`config.mk`:
```
export PLATFORM = sky130hd
export DESIGN_NAME = uart_rx
export DESIGN_NICKNAME = d
export VERILOG_FILES = /design/src/rtl/uart_rx.sv
export SDC_FILE = /design/constraint.sdc
export NUM_CORES = 1
export LEC_CHECK = 0
export BUFFER_PORTS_ARGS = -buffer_cell sky130_fd_sc_hd__buf_2
export CAP_MARGIN = 30
export CORE_UTILIZATION = 49
export CTS_CLUSTER_DIAMETER = 50
export DETAILED_ROUTE_END_ITERATION = 10
export PLACE_DENSITY = 0.65
export SLEW_MARGIN = 20
export SYNTH_ARGS = -nofsm -noshare
export SYNTH_HDL_FRONTEND = slang
export SYNTH_SLANG_ARGS = --single-unit
```
`constraint.sdc`:
```
create_clock -name clk_rx -period 2.3 [get_ports clk_rx]
set_clock_uncertainty 0.1 [all_clocks]
set_input_delay 0.69 -clock clk_rx [delete_from_list [all_inputs] [get_ports clk_rx]]
set_output_delay 0.69 -clock clk_rx [all_outputs]
set_load 0.005 [all_outputs]
```
`src/rtl/uart_rx.sv`:
```
// 8N1 UART receiver: 2-flop line synchronizer, mid-bit start validation, LSB-first capture.
// Latency: strobe visible the cycle after the stop-bit sample edge, E(3+HALF_BIT+9*CYCLE_PER_BIT).
// No backpressure: byte_rx is held until the next good frame, strobes are single-cycle.
module uart_rx #(
  parameter int CYCLE_PER_BIT = 115,
  parameter int HALF_BIT      = (CYCLE_PER_BIT - 1) / 2
) (
  input  logic       clk_rx,
  input  logic       rst_rx,
  input  logic       serial_rx,
  output logic [7:0] byte_rx,
  output logic       out_valid_rx,
  output logic       out_frame_err_rx,
  output logic       out_busy_rx
);

  localparam logic [7:0] LAST_CNT = 8'(CYCLE_PER_BIT - 1);
  localparam logic [7:0] HALF_CNT = 8'(HALF_BIT);

  typedef enum logic [2:0] {
    IDLE      = 3'd0,
    START_BIT = 3'd1,
    DATA_BIT  = 3'd2,
    STOP_BIT  = 3'd3,
    WAIT_IDLE = 3'd4
  } state_t;

  state_t     state;
  logic       sync1;
  logic       sync2;
  logic [7:0] cnt;
  logic [2:0] idx;
  logic [7:0] shreg;

  // Bring the asynchronous line into the clock domain; reset to the idle (high) level.
  always_ff @(posedge clk_rx or negedge rst_rx) begin
    if (!rst_rx) begin
      sync1 <= 1'b1;
      sync2 <= 1'b1;
    end else begin
      sync1 <= serial_rx;
      sync2 <= sync1;
    end
  end

  // Receive FSM with registered strobes and busy flag.
  always_ff @(posedge clk_rx or negedge rst_rx) begin
    if (!rst_rx) begin
      state            <= IDLE;
      cnt              <= 8'd0;
      idx              <= 3'd0;
      shreg            <= 8'h00;
      byte_rx          <= 8'h00;
      out_valid_rx     <= 1'b0;
      out_frame_err_rx <= 1'b0;
      out_busy_rx      <= 1'b0;
    end else begin
      out_valid_rx     <= 1'b0;
      out_frame_err_rx <= 1'b0;
      case (state)
        IDLE: begin
          if (!sync2) begin
            state       <= START_BIT;
            cnt         <= 8'd0;
            out_busy_rx <= 1'b1;
          end
        end
        START_BIT: begin
          if (cnt == HALF_CNT) begin
            cnt <= 8'd0;
            if (!sync2) begin
              state <= DATA_BIT;
              idx   <= 3'd0;
            end else begin
              // Line went back high before mid-bit: treat as a glitch.
              state       <= IDLE;
              out_busy_rx <= 1'b0;
            end
          end else begin
            cnt <= cnt + 8'd1;
          end
        end
        DATA_BIT: begin
          if (cnt == LAST_CNT) begin
            cnt        <= 8'd0;
            shreg[idx] <= sync2;
            if (idx == 3'd7) begin
              state <= STOP_BIT;
            end else begin
              idx <= idx + 3'd1;
            end
          end else begin
            cnt <= cnt + 8'd1;
          end
        end
        STOP_BIT: begin
          if (cnt == LAST_CNT) begin
            cnt <= 8'd0;
            if (sync2) begin
              byte_rx      <= shreg;
              out_valid_rx <= 1'b1;
              state        <= IDLE;
              out_busy_rx  <= 1'b0;
            end else begin
              out_frame_err_rx <= 1'b1;
              state            <= WAIT_IDLE;
            end
          end else begin
            cnt <= cnt + 8'd1;
          end
        end
        WAIT_IDLE: begin
          // A held-low break stays here so it reports only one error.
          if (sync2) begin
            state       <= IDLE;
            cnt         <= 8'd0;
            out_busy_rx <= 1'b0;
          end
        end
        default: begin
          state       <= IDLE;
          cnt         <= 8'd0;
          out_busy_rx <= 1'b0;
        end
      endcase
    end
  end

endmodule

```
-- Word level (Yosys, flattened, before mapping)
Index checks and enable logic that the tools add are counted.
- register bits: 35
- bits in read-only memories: 0
- logic and storage cells: 73
- bits in latches: 0
- RAM bits: 0
- memories kept: 0
- shifts and indexed selects: 0
- bitwise gates (word level): 1
- add/sub/neg operators: 2
- equality and inequality tests: 15
- divide/modulo/power cells: 0
- reductions and logical operators: 10
- multiplexer cells: 33
- $mul: 0
- $lt $le $gt $ge: 2
- operator list (kind ; count):
    $mux W3 ; 11
    $mux W8 ; 4
    $pmux W8 S4 ; 1
    $ne A2 B2 Y1 const B ; 8
    $pmux W3 S5 ; 1
    $mux W1 ; 11
    $add A8 B1 Y8 const B ; 1
    $bwmux W8 ; 1
    $eq A8 B6 Y1 const B ; 1
    $eq A8 B7 Y1 const B ; 1
    $eq A3 B2 Y1 const B ; 2
    $eq A3 B3 Y1 const B ; 2
    $pmux W3 S2 ; 1
    $reduce_and A6 Y1 ; 1
    $pmux W1 S5 ; 1
    $reduce_and A5 Y1 ; 1
    $lt A3 B4 Y1 const B ; 1
    $reduce_and A2 Y1 ; 2
    $reduce_and A4 Y1 ; 1
    $add A3 B1 Y3 const B ; 1
    $demux W1 S3 ; 1
    $eq A3 B1 Y1 const B ; 1
    $ge A3 B1 Y1 const B ; 1
    $logic_not A3 Y1 ; 1
    6 further kinds ; 6

-- Depth between registers and ports, before layout
- depth after elaboration: 5
- gate-level depth with buffers: 7
- gate-level depth less buffers: 6

-- Worst setup path after synthesis
No wires, ideal clock.
- path type: flip-flop to flip-flop
- from: reg idx[0]
- to: reg idx[0]
- setup slack: 312 ps
- buffers on the path: 0
- arrival: 1760 ps
- setup time: 127 ps
- cell stages (with the launch flop): 7
- cells stage by stage: dfrtp_1 -> ha_1 -> ha_1 -> nor2_1 -> a31oi_1 -> a2111oi_4 -> mux2_1
- cells in the longest elaborated chain, start to end: 4
- elaborated cells on any way between the ends: 7
- those cells by class: 1 x add/sub; 2 x eq/ne; 3 x mux; 1 x reduce/logical
- RTL lines (element ; line ; text):
    from (decl) ; 32 ; logic [2:0] idx;
    from (signal assigned) ; 90 ; idx <= idx + 3'd1;
    $add A3 B1 Y3 ; 90 ;
    $mux W3 ; 87 ; if (idx == 3'd7) begin
    $mux W3 ; 84 ; if (cnt == LAST_CNT) begin
    $pmux W3 S2 ; 60 ; case (state)
Several ways; a longest one is shown, not always the timed one. The select of a mux whose other input is x is not followed.
A chain may end at the register's enable or synchronous reset.

-- Worst setup path after layout
- from: reg cnt[0]
- to: reg cnt[6]
- cells in the longest elaborated chain, start to end: 3
- elaborated cells on any way between the ends: 6
- those cells by class: 1 x add/sub; 2 x eq/ne; 3 x mux
- RTL lines (element ; line ; text):
    from (decl) ; 31 ; logic [7:0] cnt;
    from (signal assigned) ; 80 ; cnt <= cnt + 8'd1;
    from (signal assigned) ; 93 ; cnt <= cnt + 8'd1;
    from (signal assigned) ; 109 ; cnt <= cnt + 8'd1;
    $add A8 B1 Y8, or another cell as far along ; 80, 93, 109 ;
    $mux W8 (on tied branches) ; 84, 97, 69 ;
    $pmux W8 S4 * ; 60 ;
Every way passes the cells marked *; elsewhere a longest branch is shown, timed or not.

==> metrics.yaml <==
global_route:
  grt_pass1_vias: 1254
  grt_overflow: 0
  antenna_found_initial: 0
  grt_first_pass_wirelength_um: 5640
  grt_max_degree: 36
  gr-usage-all-layers: 0.181
route:
  via_per_inst: 5.62
  drt_iter0_markers: 61
  drt-total-wl_um: 3130
  num_vias: 1276
  drt_pass1_iterations: 4
  post-route-drc-count: 0
  antenna_left: 0
  wl_per_cell_um: 13.8
floorplanning:
  die_y_um: 62.8
  ioPinCount: 14
  die-area_mm2: 0.00394
  std_cell_rows: 21
  initial_core_util: 0.526
  die_w_um: 62.8
  core_mm2: 0.00344
power:
  power.density_mw_per_mm2: 523
  ir_drop_mv: 0.476
  finalPower_mw: 1.05
  p_leak_nw: 0.944
synth:
  postSynthCellCount: 162
  ys_ff_latch: 35
  seq_area_frac_synth: 0.485
  yosysTopAreaCellShare: 0.456
  yosys.area.top_type: "dfrtp_1"
  syn-mean-instance-area_um2: 11.2
  syn_nets: 170
  yosys_warnings: 0
  synth_cell_types: 46
  ys_async_sr_fraction: 1.00
  yosys-top-cells-area: "dfrtp_1 (46%), mux2_1 (11%), nand2_1 (3.7%)"
  ys.flop_type: "dfrtp_1"
  synth_edf_count: 0
  synthesis.area_mm2: 0.00181
clock_tree:
  cts_sinks: 35
  cts_made_buffers: 5
  clock_path_buffers: 2
  cts_setup_buffers: 0
  cts.clk_slew.worst_paths_ns: 0.07
  worst_skew_pair.late_latency_ns: 0.28
  cts_hold_buf: 0
  cts_resized: 0
  h-tree-depth: 2
  cts_tree: "built"
  cts_root_buffer: "clkbuf_8"
placed_design:
  placed_area_mm2: 0.00193
  port_buffers: 13
  dp_slack_ns: 0.240
  placed_cells_incl_taps: 219
  gp_congestion: 0.804
  dpl.hpwl_um: 2220
timing:
  worst_slew_pin_slew_ns: 0.753
  drv_slew: 0
  setup_violations: 0
  fin_setup_tns_ns: 0
  setup_slack_ns: 0.231
  fin_crit_ns: 2.07
  slew_headroom: 0.498
  whs_ns: 0.261
  hold_viol_final: 0
  period_share: 0.899
  grt_setup_unrepaired: "false"
  max_freq_ghz: 0.483
worst_setup_path:
  cp.required_ns: 2.40
  reg2reg_to: "cnt[6]"
  worst-setup-path-type: "reg -> reg"
  cp-end-kind: "flip-flop"
  worstReg2RegStart: "cnt[0]"
  crit_start: "cnt[0]"
  critPathMaxFanout: 8
  worstSetupStartpointType: "flip-flop"
  crit_arrival_ns: 2.17
  rrSetupSlack_ns: 0.23
  reg2regPathDepth: 5
  crit_end: "cnt[6]"
worst_hold_path:
  hold_class: "reg -> reg"
  hp-start: "sync1"
layout:
  final_cell_count_no_fill: 227
  final_common_cell: "dfrtp_1"
  multi_input_area_um2: 872
  fillCellCount: 290
  nets: 188
  n_antenna_cell: 0
  regArea_um2: 878
  final_util: 0.584
  drive_gt1_frac: 0.182
  fin_area_mm2: 0.00201
  layout_common_cells: "dfrtp_1 (33), nand2_1 (18), mux2_1 (17)"
  area_growth_pct: 11.1
outcome:
  status: "finished, final reports clean"
job:
  cap_violations: 0
==> synthesized netlist by cell type, types with 2 or more instances <==
cell and n:
dfstp_2 2, nand3_1 5, o22ai_1 3, nor3b_1 2, o21ai_1 2, mux2_1 17, a2111oi_4 2, ha_1 5
nor2b_1 3, inv_1 7, and4b_1 2, buf_2 2, mux2i_1 3, buf_4 2, nor4_1 2, nor2_1 9
nand2_1 18, o21ai_0 5, nor3_1 6, o21a_1 2, o211ai_1 3, clkbuf_1 2, a21oi_1 2, nor3b_2 2
dfrtp_1 33
==> worst max-delay path: stages, from the launching register on <==
cell and delay (ns):
dfrtp_1 0.44, ha_1 0.22, and4b_1 0.24, a2111oi_4 0.59, nor2_1 0.19, o211ai_1 0.21
==> metal layers <==
metal / track usage / part of all wire / up-vias
li1: - / - / 624
met1: 0.238 / 0.48 / 618
met2: 0.289 / 0.47 / 29
met3: 0.0347 / 0.039 / 5
met4: 0.0843 / 0.012 / 0
met5: 0 / 0 / -
==> power by group <==
group | total, mW | internal, mW | switching, mW
clock | 0.411 | 0.212 | 0.199
sequential | 0.623 | 0.619 | 0.00424
combinational | 0.0173 | 0.00349 | 0.0139
total | 1.05 | 0.835 | 0.217
==> cells by family (layout without fill, tap and decap cells) <==
logic type	Yosys count	in the layout	share of synthesized area
compound gates	26	26	0.117
xor+xnor	2	2	0.00968
fa+ha+maj	6	6	0.0401
buf+inv	13	32	0.0325
flops	35	35	0.485
mux	20	20	0.122
simple gates	60	60	0.193
==> flip-flops by register name, indices dropped and copies added, names as in the netlist <==
name              count
byte_rx               8
cnt                   8
idx                   3
out_busy_rx           1
out_frame_err_rx      1
out_valid_rx          1
shreg                 8
state                 3
sync1                 1
sync2                 1
==> final cells by class <==
cell class              instances  area share
flip-flops and latches         35       0.437
clock inverters                 1     0.00249
well taps                      46      0.0286
repair buffers                 17      0.0473
multi-input cells             114       0.434
clock buffers                   7      0.0380
inverters                       7      0.0131
==> worst min-delay path by stage <==
stage               slack, ns  depth (start not counted)    end
floorplan                0.25                          0  sync2
global placement         0.25                          0  sync2
detailed placement       0.25                          0  sync2
CTS                      0.26                          0  sync2
global route             0.26                          0  sync2
finish                   0.26                          0  sync2
No activity file was read; power rests on OpenSTA's default activity.
